### src/rtl/am_audio_agc.sv
// am_audio_agc: DC removal, adaptive gain with output saturation, and a small
// first-word-fall-through FIFO feeding the audio sink over valid/ready.
// Samples are qualified by rising edges of demod_clk, which is synchronous to clk.
`timescale 1ns/1ps
module am_audio_agc #(
  parameter int IN_W         = 18,
  parameter int OUT_W        = 16,
  parameter int GAIN_W       = 16,
  parameter int GAIN_FRAC    = 8,
  parameter int GAIN_INIT    = 256,
  parameter int GAIN_MIN     = 16,
  parameter int GAIN_MAX     = 65535,
  parameter int TARGET       = 16384,
  parameter int ATTACK_SHIFT = 4,
  parameter int DECAY_SHIFT  = 10,
  parameter int DC_SHIFT     = 10,
  parameter int FIFO_DEPTH   = 4
) (
  input  logic                     clk,
  input  logic                     rst,
  input  logic signed [IN_W-1:0]   demod_in,
  input  logic                     demod_clk,
  output logic signed [OUT_W-1:0]  audio_out,
  output logic                     audio_valid,
  input  logic                     audio_ready,
  output logic [GAIN_W-1:0]        gain_out,
  output logic                     overrun
);

  // Widths: DC accumulator, DC-removed sample, full gain product, FIFO pointers.
  localparam int ACC_W = IN_W + DC_SHIFT + 1;
  localparam int X_W   = IN_W + 1;
  localparam int P_W   = X_W + GAIN_W + 1;
  localparam int PTR_W = (FIFO_DEPTH > 1) ? $clog2(FIFO_DEPTH) : 1;
  localparam int CNT_W = PTR_W + 1;

  localparam logic [GAIN_W-1:0] GAIN_INIT_C = GAIN_W'(GAIN_INIT);
  localparam logic [GAIN_W:0]   GAIN_MIN_C  = (GAIN_W+1)'(GAIN_MIN);
  localparam logic [GAIN_W:0]   GAIN_MAX_C  = (GAIN_W+1)'(GAIN_MAX);
  localparam logic [OUT_W:0]    TARGET_C    = (OUT_W+1)'(TARGET);
  localparam logic [CNT_W-1:0]  FIFO_FULL_C = CNT_W'(FIFO_DEPTH);
  localparam logic [GAIN_W-1:0] GAIN_ONE_C  = {{(GAIN_W-1){1'b0}}, 1'b1};
  localparam logic [CNT_W-1:0]  CNT_ZERO_C  = {CNT_W{1'b0}};

  // Clamp a wide signed value into the signed OUT_W audio range.
  // The value fits when every bit from the OUT_W sign position upward agrees.
  function automatic logic signed [OUT_W-1:0] sat_out(input logic signed [P_W-1:0] v);
    logic signed [OUT_W-1:0] r;
    if ((&v[P_W-1:OUT_W-1]) || (~|v[P_W-1:OUT_W-1])) begin
      r = v[OUT_W-1:0];
    end else if (v[P_W-1]) begin
      r = {1'b1, {(OUT_W-1){1'b0}}};
    end else begin
      r = {1'b0, {(OUT_W-1){1'b1}}};
    end
    return r;
  endfunction

  // Magnitude of a saturated sample; one extra bit so |-2^(OUT_W-1)| is exact.
  function automatic logic [OUT_W:0] abs_out(input logic signed [OUT_W-1:0] v);
    logic [OUT_W:0] e;
    logic [OUT_W:0] r;
    e = {v[OUT_W-1], v};
    if (v[OUT_W-1]) begin
      r = ~e + {{OUT_W{1'b0}}, 1'b1};
    end else begin
      r = e;
    end
    return r;
  endfunction

  // State registers
  logic                      demod_clk_d_r;
  logic signed [ACC_W-1:0]   dc_acc_r;
  logic signed [X_W-1:0]     x_r;
  logic                      v1_r;
  logic signed [OUT_W-1:0]   y_r;
  logic                      v2_r;
  logic [GAIN_W-1:0]         gain_r;
  logic signed [OUT_W-1:0]   mem_r [FIFO_DEPTH];
  logic [PTR_W-1:0]          wr_ptr_r;
  logic [PTR_W-1:0]          rd_ptr_r;
  logic [CNT_W-1:0]          count_r;
  logic signed [OUT_W-1:0]   audio_out_r;
  logic                      audio_valid_r;
  logic                      overrun_r;

  // Combinational helpers
  logic                      ev_s;
  logic signed [ACC_W-1:0]   in_ext_s;
  logic signed [ACC_W-1:0]   dc_full_s;
  logic signed [ACC_W-1:0]   x_full_s;
  logic signed [X_W-1:0]     x_s;
  logic signed [ACC_W-1:0]   x_ext_s;
  logic signed [P_W-1:0]     p_s;
  logic signed [P_W-1:0]     y_s;
  logic [OUT_W:0]            mag_s;
  logic [GAIN_W-1:0]         gain_dec_s;
  logic [GAIN_W:0]           gain_att_s;
  logic [GAIN_W-1:0]         gain_inc_s;
  logic [GAIN_W:0]           gain_dcy_s;
  logic [GAIN_W-1:0]         gain_nxt_s;
  logic                      do_pop_s;
  logic                      do_push_s;
  logic                      drop_s;
  logic [CNT_W-1:0]          count_nxt_s;
  logic [CNT_W-1:0]          remain_s;
  logic [PTR_W-1:0]          rd_ptr_nxt_s;
  logic signed [OUT_W-1:0]   audio_out_nxt_s;

  assign ev_s      = demod_clk & ~demod_clk_d_r;
  assign in_ext_s  = {{(ACC_W-IN_W){demod_in[IN_W-1]}}, demod_in};
  assign x_ext_s   = {{(ACC_W-X_W){x_s[X_W-1]}}, x_s};
  assign p_s       = x_r * $signed({1'b0, gain_r});
  assign y_s       = p_s >>> GAIN_FRAC;

  // Stage-1 arithmetic: subtract the tracked DC estimate from the new sample.
  always_comb begin
    dc_full_s = dc_acc_r >>> DC_SHIFT;
    x_full_s  = in_ext_s - dc_full_s;
    x_s       = x_full_s[X_W-1:0];
  end

  // Gain update: fast attack when the output is loud, slow decay otherwise, both clamped.
  always_comb begin
    mag_s      = abs_out(y_r);
    gain_dec_s = gain_r >> ATTACK_SHIFT;
    gain_att_s = {1'b0, gain_r - gain_dec_s};
    if (gain_att_s < GAIN_MIN_C) begin
      gain_att_s = GAIN_MIN_C;
    end else begin
      gain_att_s = gain_att_s;
    end
    gain_inc_s = gain_r >> DECAY_SHIFT;
    if (gain_inc_s == {GAIN_W{1'b0}}) begin
      gain_inc_s = GAIN_ONE_C;
    end else begin
      gain_inc_s = gain_inc_s;
    end
    gain_dcy_s = {1'b0, gain_r} + {1'b0, gain_inc_s};
    if (gain_dcy_s > GAIN_MAX_C) begin
      gain_dcy_s = GAIN_MAX_C;
    end else begin
      gain_dcy_s = gain_dcy_s;
    end
    if (mag_s > TARGET_C) begin
      gain_nxt_s = gain_att_s[GAIN_W-1:0];
    end else begin
      gain_nxt_s = gain_dcy_s[GAIN_W-1:0];
    end
  end

  // FIFO control and next head value; the head register follows the entry that
  // will sit at the read pointer after this cycle's push/pop.
  always_comb begin
    do_pop_s     = (count_r != CNT_ZERO_C) & audio_ready;
    do_push_s    = v2_r & ((count_r != FIFO_FULL_C) | do_pop_s);
    drop_s       = v2_r & ~do_push_s;
    remain_s     = count_r - {{(CNT_W-1){1'b0}}, do_pop_s};
    count_nxt_s  = remain_s + {{(CNT_W-1){1'b0}}, do_push_s};
    rd_ptr_nxt_s = rd_ptr_r + {{(PTR_W-1){1'b0}}, do_pop_s};
    if (count_nxt_s == CNT_ZERO_C) begin
      audio_out_nxt_s = audio_out_r;
    end else if (remain_s == CNT_ZERO_C) begin
      audio_out_nxt_s = y_r;
    end else begin
      audio_out_nxt_s = mem_r[rd_ptr_nxt_s];
    end
  end

  // Edge detector and stage 1: DC tracker update and DC-removed sample capture.
  always_ff @(posedge clk) begin
    if (rst) begin
      demod_clk_d_r <= 1'b1;
      dc_acc_r      <= {ACC_W{1'b0}};
      x_r           <= {X_W{1'b0}};
      v1_r          <= 1'b0;
    end else begin
      demod_clk_d_r <= demod_clk;
      v1_r          <= ev_s;
      if (ev_s) begin
        x_r      <= x_s;
        dc_acc_r <= dc_acc_r + x_ext_s;
      end else begin
        x_r      <= x_r;
        dc_acc_r <= dc_acc_r;
      end
    end
  end

  // Stage 2: apply the current gain and saturate into the audio range.
  always_ff @(posedge clk) begin
    if (rst) begin
      y_r  <= {OUT_W{1'b0}};
      v2_r <= 1'b0;
    end else begin
      v2_r <= v1_r;
      if (v1_r) begin
        y_r <= sat_out(y_s);
      end else begin
        y_r <= y_r;
      end
    end
  end

  // Stage 3 gain register: updated for every sample, including dropped ones.
  always_ff @(posedge clk) begin
    if (rst) begin
      gain_r <= GAIN_INIT_C;
    end else if (v2_r) begin
      gain_r <= gain_nxt_s;
    end else begin
      gain_r <= gain_r;
    end
  end

  // FIFO storage: write the stage-2 result at the write pointer on a push.
  always_ff @(posedge clk) begin
    if (rst) begin
      for (int i = 0; i < FIFO_DEPTH; i++) begin
        mem_r[i] <= {OUT_W{1'b0}};
      end
    end else if (do_push_s) begin
      mem_r[wr_ptr_r] <= y_r;
    end else begin
      mem_r[wr_ptr_r] <= mem_r[wr_ptr_r];
    end
  end

  // FIFO pointers, occupancy, registered head/valid and sticky overrun flag.
  always_ff @(posedge clk) begin
    if (rst) begin
      wr_ptr_r      <= {PTR_W{1'b0}};
      rd_ptr_r      <= {PTR_W{1'b0}};
      count_r       <= CNT_ZERO_C;
      audio_out_r   <= {OUT_W{1'b0}};
      audio_valid_r <= 1'b0;
      overrun_r     <= 1'b0;
    end else begin
      wr_ptr_r      <= wr_ptr_r + {{(PTR_W-1){1'b0}}, do_push_s};
      rd_ptr_r      <= rd_ptr_nxt_s;
      count_r       <= count_nxt_s;
      audio_out_r   <= audio_out_nxt_s;
      audio_valid_r <= (count_nxt_s != CNT_ZERO_C);
      overrun_r     <= overrun_r | drop_s;
    end
  end

  assign audio_out   = audio_out_r;
  assign audio_valid = audio_valid_r;
  assign gain_out    = gain_r;
  assign overrun     = overrun_r;

endmodule

### config.mk
export PLATFORM = sky130hd
export DESIGN_NAME = am_audio_agc
export DESIGN_NICKNAME = d
export VERILOG_FILES = /design/src/rtl/am_audio_agc.sv
export SDC_FILE = /design/constraint.sdc
export NUM_CORES = 1
export LEC_CHECK = 0
export ABC_AREA = 1
export CAP_MARGIN = 20
export CORE_MARGIN = 10
export CORE_UTILIZATION = 25
export CTS_CLUSTER_SIZE = 25
export DETAILED_ROUTE_END_ITERATION = 8
export PLACE_DENSITY = 0.36
export SLEW_MARGIN = 40
export SYNTH_ARGS = -nofsm -noshare
export SYNTH_HDL_FRONTEND = slang
export SYNTH_SLANG_ARGS = --single-unit
### constraint.sdc
create_clock -name clk -period 8.6 [get_ports clk]
set_input_delay 2.58 -clock clk [delete_from_list [all_inputs] [get_ports clk]]
set_output_delay 2.58 -clock clk [all_outputs]
set_load 0.05 [all_outputs]
# --- Yosys cells after proc, flatten, opt, wreduce, memory -nomap -nowiden ---
# Memories as Yosys holds them, arrays and structs flattened.
# Index checks and enable logic that the tools add are counted.
# W data, S select, Z words.
totals:
  ram_bits: 64
  inputBits: 22
  wordCells: 70
  romBits: 0
  memories: 1
  output_inout_bits: 34
  latch_bits: 0
  regBits: 108
classes:
  reduce_logical: 11
  muxes: 20
  bitwise: 10
  mul: 1
  eq_ne: 2
  n_div: 0
  n_addsub: 9
  n_shift: 0
  n_lt_le_gt_ge: 3
memory_table:
  columns: ["name", "words", "width", "rd", "rd_ports_with_merged_regs", "wr", "line", "text"]
  rows:
  - ["mem_r", 4, 16, 1, 0, 4, "80", "logic signed [OUT_W-1:0] mem_r [FIFO_DEPTH];"]
ops:
  columns: ["operator", "n"]
  rows:
  - ["$mux W16", 8]
  - ["$mul A19 B17 Y36", 1]
  - ["$add A29 B19 Y29", 1]
  - ["$sub A18 B19 Y19", 1]
  - ["$add A16 B6 Y17", 1]
  - ["$add A17 B1 Y17 const B", 1]
  - ["$gt A17 B15 Y1 const B", 1]
  - ["$gt A17 B16 Y1 const B", 1]
  - ["$mux W17", 1]
  - ["$not A17 Y17", 1]
  - ["$logic_not A16 Y1", 1]
  - ["$lt A16 B5 Y1 const B", 1]
  - ["$reduce_or A16 Y1", 1]
  - ["$sub A16 B12 Y16", 1]
  - ["$reduce_and A13 Y1", 1]
  - ["$reduce_or A13 Y1", 1]
  - ["$mux W1", 9]
  - ["$logic_not A3 Y1", 2]
  - ["$mux W6", 1]
  - ["$reduce_bool A3 Y1", 2]
  - ["$add A2 B1 Y2", 2]
  - ["$and A1 B1 Y1", 4]
  - ["$add A3 B1 Y3", 1]
  - ["$ne A3 B3 Y1 const B", 1]
  - ["other kinds (8)", 11]

# --- Longest topological paths before layout ---
depth:
  ltp_word: 11
  mapped_depth: 36
  mapped_depth_nobuf: 34

# --- Least setup slack after synthesis ---
# Ideal clock, no wire load.
synth_timing:
  path_type: "reg2reg"
  from: "register gain_r[7] (netlist: gain_out[7])"
  to: "register y_r[10]"
  path_buffers: 3
  path_slack_ns: 1.819
  t_required_ns: 8.478
  setup_time_ns: 0.122
  path_stages_with_launch: 31
  arrival_time_ns: 6.659
  synth_period_minus_slack_ns: 6.781
  path_cell_list: "dfxtp_1 clkbuf_1 clkbuf_1 nand2_1 fa_1 fa_1 inv_1 fa_1 inv_1 fa_1 inv_1 fa_1 inv_1 fa_1 inv_1 ha_1 nand2_1 inv_1 a21boi_0 nand2_1 a21oi_1 nand2_1 nand2_1 nand2_1 nor2_1 nand2_1 nor2_2 nand2_2 a21oi_4 buf_6 a21oi_2"
synth_between:
  elab_chain_cells: 5
  word_cells_on_any_way: 7
  classes_between: "1 x mul; 2 x mux; 4 x reduce/logical"
synth_rtl:
  columns: ["element", "line", "text"]
  rows:
  - ["start, declared", "79", "logic [GAIN_W-1:0] gain_r;"]
  - ["start signal, assigned", "211", "gain_r <= gain_nxt_s;"]
  - ["start signal, assigned", "213", "gain_r <= gain_r;"]
  - ["$mul A19 B17 Y36 *", "114", "assign p_s = x_r * $signed({1'b0, gain_r});"]
  - ["$reduce_or A13 Y1", "49", "if ((&v[P_W-1:OUT_W-1]) || (~|v[P_W-1:OUT_W-1])) begin"]
  - ["$logic_not A1 Y1", "49", null]
  - ["$logic_or A1 B1 Y1", "49", null]
  - ["$mux W16 *", "49", null]
  - ["end signal, assigned", "194", "y_r <= {OUT_W{1'b0}};"]
  - ["end signal, assigned", "199", "y_r <= sat_out(y_s);"]
  - ["end signal, assigned", "201", "y_r <= y_r;"]
  - ["end, declared", "77", "logic signed [OUT_W-1:0] y_r;"]
# Every way passes the cells marked *; elsewhere a longest branch is shown, timed or not.
# A chain may end at the register's enable or synchronous reset.

# --- Final worst setup path ---
layout_timing:
  from: "register x_r[18]"
  to: "register y_r[6]"
layout_between:
  elab_chain_cells: 5
  word_cells_on_any_way: 7
  classes_between: "1 x mul; 2 x mux; 4 x reduce/logical"
layout_rtl:
  columns: ["element", "line", "text"]
  rows:
  - ["start, declared", "75", "logic signed [X_W-1:0] x_r;"]
  - ["start signal, assigned", "176", "x_r <= {X_W{1'b0}};"]
  - ["start signal, assigned", "182", "x_r <= x_s;"]
  - ["start signal, assigned", "185", "x_r <= x_r;"]
  - ["$mul A19 B17 Y36 *", "114", null]
  - ["$reduce_or A13 Y1", "49", null]
  - ["$logic_not A1 Y1", "49", null]
  - ["$logic_or A1 B1 Y1", "49", null]
  - ["$mux W16 *", "49", null]
# Marks and branches as above.

==> metrics.txt <==
Setup TNS Final=0 ps; EDFF count, synth=64; GRT Util Overall=14.6%; Post-CTS Setup Bufs=0; Post-route DRC=0; LEAKAGE=around 14 nW; drt pass-1 iters=5; Synth cell types=a little under 50; Worst-Margin Slew=around 780 ps; initial antenna violation count=1; Tcrit/Tclk final=between 80 and 90%; grt ovf=0; CP bufs+invs=4; Post-DP HPWL=about 63000 um; cell mode on critical path=nand2_1; row cnt=~110; cells after synthesis=3306; Req. time, crit path=around 9000 ps; PortBufs=55; Worst R2R Path Depth=25; CTS Root Cell=clkbuf_16; die footprint=108000 um^2; TritonCTS clock tree=built; H-tree depth=4; Hold Buf Count CTS=0; Core ar.=about 95000 um^2; final WL=~77000 um; max-cap viol count=0; Worst setup EP type=register; hold depth=2; Hold Path Class=register to register; Synth warnings=0; CP startpoint kind=register; Min Clock Period, post-route=about 7400 ps; CTS Sinks=about 170; syn nets=3797; starting density of the core=between 20% and 30%; vias in the first global route=between 20000 and 25000; PnR Total Power=approximately 0.003 W; RSZ-0062 raised after global routing=no; Synth Flop Type=dfxtp_1; slew margin rel.=a little under half; Compound-Gate Fraction of Synth Area=under 10%; Hold Fails Final Rpt=0; Final setup viols=0; DR vias=about 20000; largest family of logic cells by synthesized area=adder cells; critical path depth=25; nets=3813; Peak supply drop=roughly 0.00015 V; Worst path slowest cell=fa_1; Syn Area/Cell=just over 7 um^2; crit path kind=register to register; post-DR wirelength/cell=between 15 and 20 um; Area growth, synth to finish=12.0%; initial DRC count=roughly 1100; # resized after CTS=0; Post-Syn Area=around 24000 um^2; Seq cells post-synth=172; asr flop ratio synth=0%; Crit Path Max Fanout=17; sequential area share after synthesis=between 10% and 20%; Die W=329 um; first-pass GRT wire length=roughly 120000 um; Clk pin slew, worst setup/hold paths=roughly 80 ps; placer congestion estimate=~0.85; Worst Skew=11.6 ps; FMAX=around 130 MHz; clk_lat worst skew=about 480 ps; Synth Area in Simple Gates=21.6%; proportion of synthesized area in mux cells=0%; Max Buffers Root-to-Sink=2; total CTS buffers=17; CP peak stage delay=860 ps; layout cells sized above 1=between 4 and 5%; status=finished clean; CP Data Arrival Time=a little under 8000 ps; number of vias per cell=4.34; Slew Limit Fails=0; # IOs=56; largest net degree at the start of global routing=53; pwr dens=around 110 nW/um^2; CP delay by family, top=adder cells; die height=about 330 um; XOR/XNOR share of the synthesized area=between 3 and 4%; remaining antenna violation count=0; adder-cell share of the synthesized area=between 30% and 40%
logic make-up after synthesis:
family                     count (synthesis)
AOI/OAI and AO/OA                        379
xor gates and xnor gates                  84
adders and majority gates                469
buffers and inverters                    930
DFF                                      172
and+or+nand+nor                         1272
cell type report:
| type | instances | area [um^2] |
|---|---|---|
| Multi-Input combinational cell | 2204 | 16200 |
| Fill cell | 10600 | 68100 |
| Tap cell | 1265 | 1580 |
| Timing Repair Buffer | 122 | 1090 |
| Sequential cell | 172 | 4090 |
| Inverter | 805 | 3020 |
| Antenna cell | 1 | 2.50 |
| Clock inverter | 14 | 208 |
| Clock buffer | 18 | 450 |
registers in the layout (all words and copies together) (netlist names):
register and count:
demod_clk_d_r 1, dc_acc_r 29, audio_valid 1, v1_r 1
rd_ptr_r 2, audio_out 16, v2_r 1, gain_out 16
wr_ptr_r 2, count_r 3, mem_r 64, overrun 1
y_r 16, x_r 19
cell usage after synthesis (11+ instances only):
cell	n	area (um^2)
xnor2_1	26	228
a21oi_2	11	96.3
a21oi_1	152	761
nand2_1	826	3100
a22oi_1	16	120
ha_1	160	2000
o21ai_0	138	691
nand2_2	18	113
xor2_1	58	508
fa_1	309	6190
nand3_1	114	571
nor2_1	242	908
nand4_1	26	163
dfxtp_1	108	2160
edfxtp_1	64	1920
a31oi_1	25	156
inv_1	799	3000
nor3_1	18	90.1
clkbuf_1	112	420
per-layer routing:
layer  vias up  GRT usage (%)  share of wire (%)  wire length, um
met5         -              0                  0                0
met4         0           2.76                1.1              858
met3        31           1.16                2.8             2150
met2       281           23.9                 46            35100
met1      9680           21.0                 50            38900
li1       9959              -                  -                -
stage by stage:
stage | cells | instance area (um^2) | setup WS, ps | util, % | hold slack, ps
after floorplan | 3306 | 23800 | 1820 | - | 485
after global placement | 4567 | 26000 | 1140 | 27.4 | 438
after detailed placement | 4567 | 26000 | 1090 | 27.4 | 442
after CTS | 4599 | 26600 | 1040 | 28.1 | 455
after global routing | 4600 | 26700 | 456 | 28.1 | 489
final | 4601 | 26700 | 1170 | 28.1 | 451
cells in the final DEF, fill, tap and decap left out, types with 3 or more instances in the layout:
cell             Yosys  routed
nor3_2               3       3
xor2_1              58      58
a21o_1               5       5
nand2_1            826     822
dfxtp_1            108     105
edfxtp_1            64      64
a21boi_0             3       3
nor2_1             242     240
buf_4                2      64
a21oi_2             11      11
and3_1               4       4
clkinv_1             3       3
nand3_1            114     114
a22oi_1             16      16
nor3_1              18      18
nand4_1             26      26
dfxtp_2              0       3
fa_1               309     309
nor4_1               4       4
inv_1              799     798
inv_8                0       5
o211ai_1            10      10
o21ai_0            138     138
inv_2                3       4
inv_6                0       3
xnor2_1             26      26
clkdlybuf4s50_1      0      54
a21oi_1            152     152
ha_1               160     160
clkbuf_16            0      19
nand2_2             18      22
clkinv_8             0       3
a31oi_1             25      25
nor2_4               1       3
nor2_2               8       8
o21bai_1            10      10
worst reg2reg max path: stages, from the launching register on:
cell      delay, ps
dfxtp_1         760
nand2_1         280
fa_1            860
fa_1            470
inv_1           420
fa_1            490
inv_1            70
fa_1            440
fa_1            530
fa_1            550
inv_1            50
ha_1            380
nand2_1         200
inv_1            50
a21boi_0        240
nand2_1          80
a21oi_1         200
nand2_1         110
nand2_1          70
nand2_1          60
nor2_1          100
nand2_1          90
nor2_2          100
nand2_2         100
a21oi_4         490
a21oi_1         130
path summary, 6_finish.rpt:
path                             start                   to  slack, ps
hold / removal      overrun$_SDFF_PP0_   overrun$_SDFF_PP0_        450
hold reg to reg     overrun$_SDFF_PP0_   overrun$_SDFF_PP0_        450
setup / recovery  x_r[18]$_SDFFE_PP0P_  y_r[6]$_SDFFE_PP0P_       1170
setup reg to reg  x_r[18]$_SDFFE_PP0P_  y_r[6]$_SDFFE_PP0P_       1170
report_power, final:
part / switching [W] / internal (W) / total [W]
Combinational: 0.000779 / 0.000376 / 0.00115
Sequential: 0.0000607 / 0.000903 / 0.000963
Clock: 0.000427 / 0.000469 / 0.000896
No activity file was read; power rests on OpenSTA's default activity.
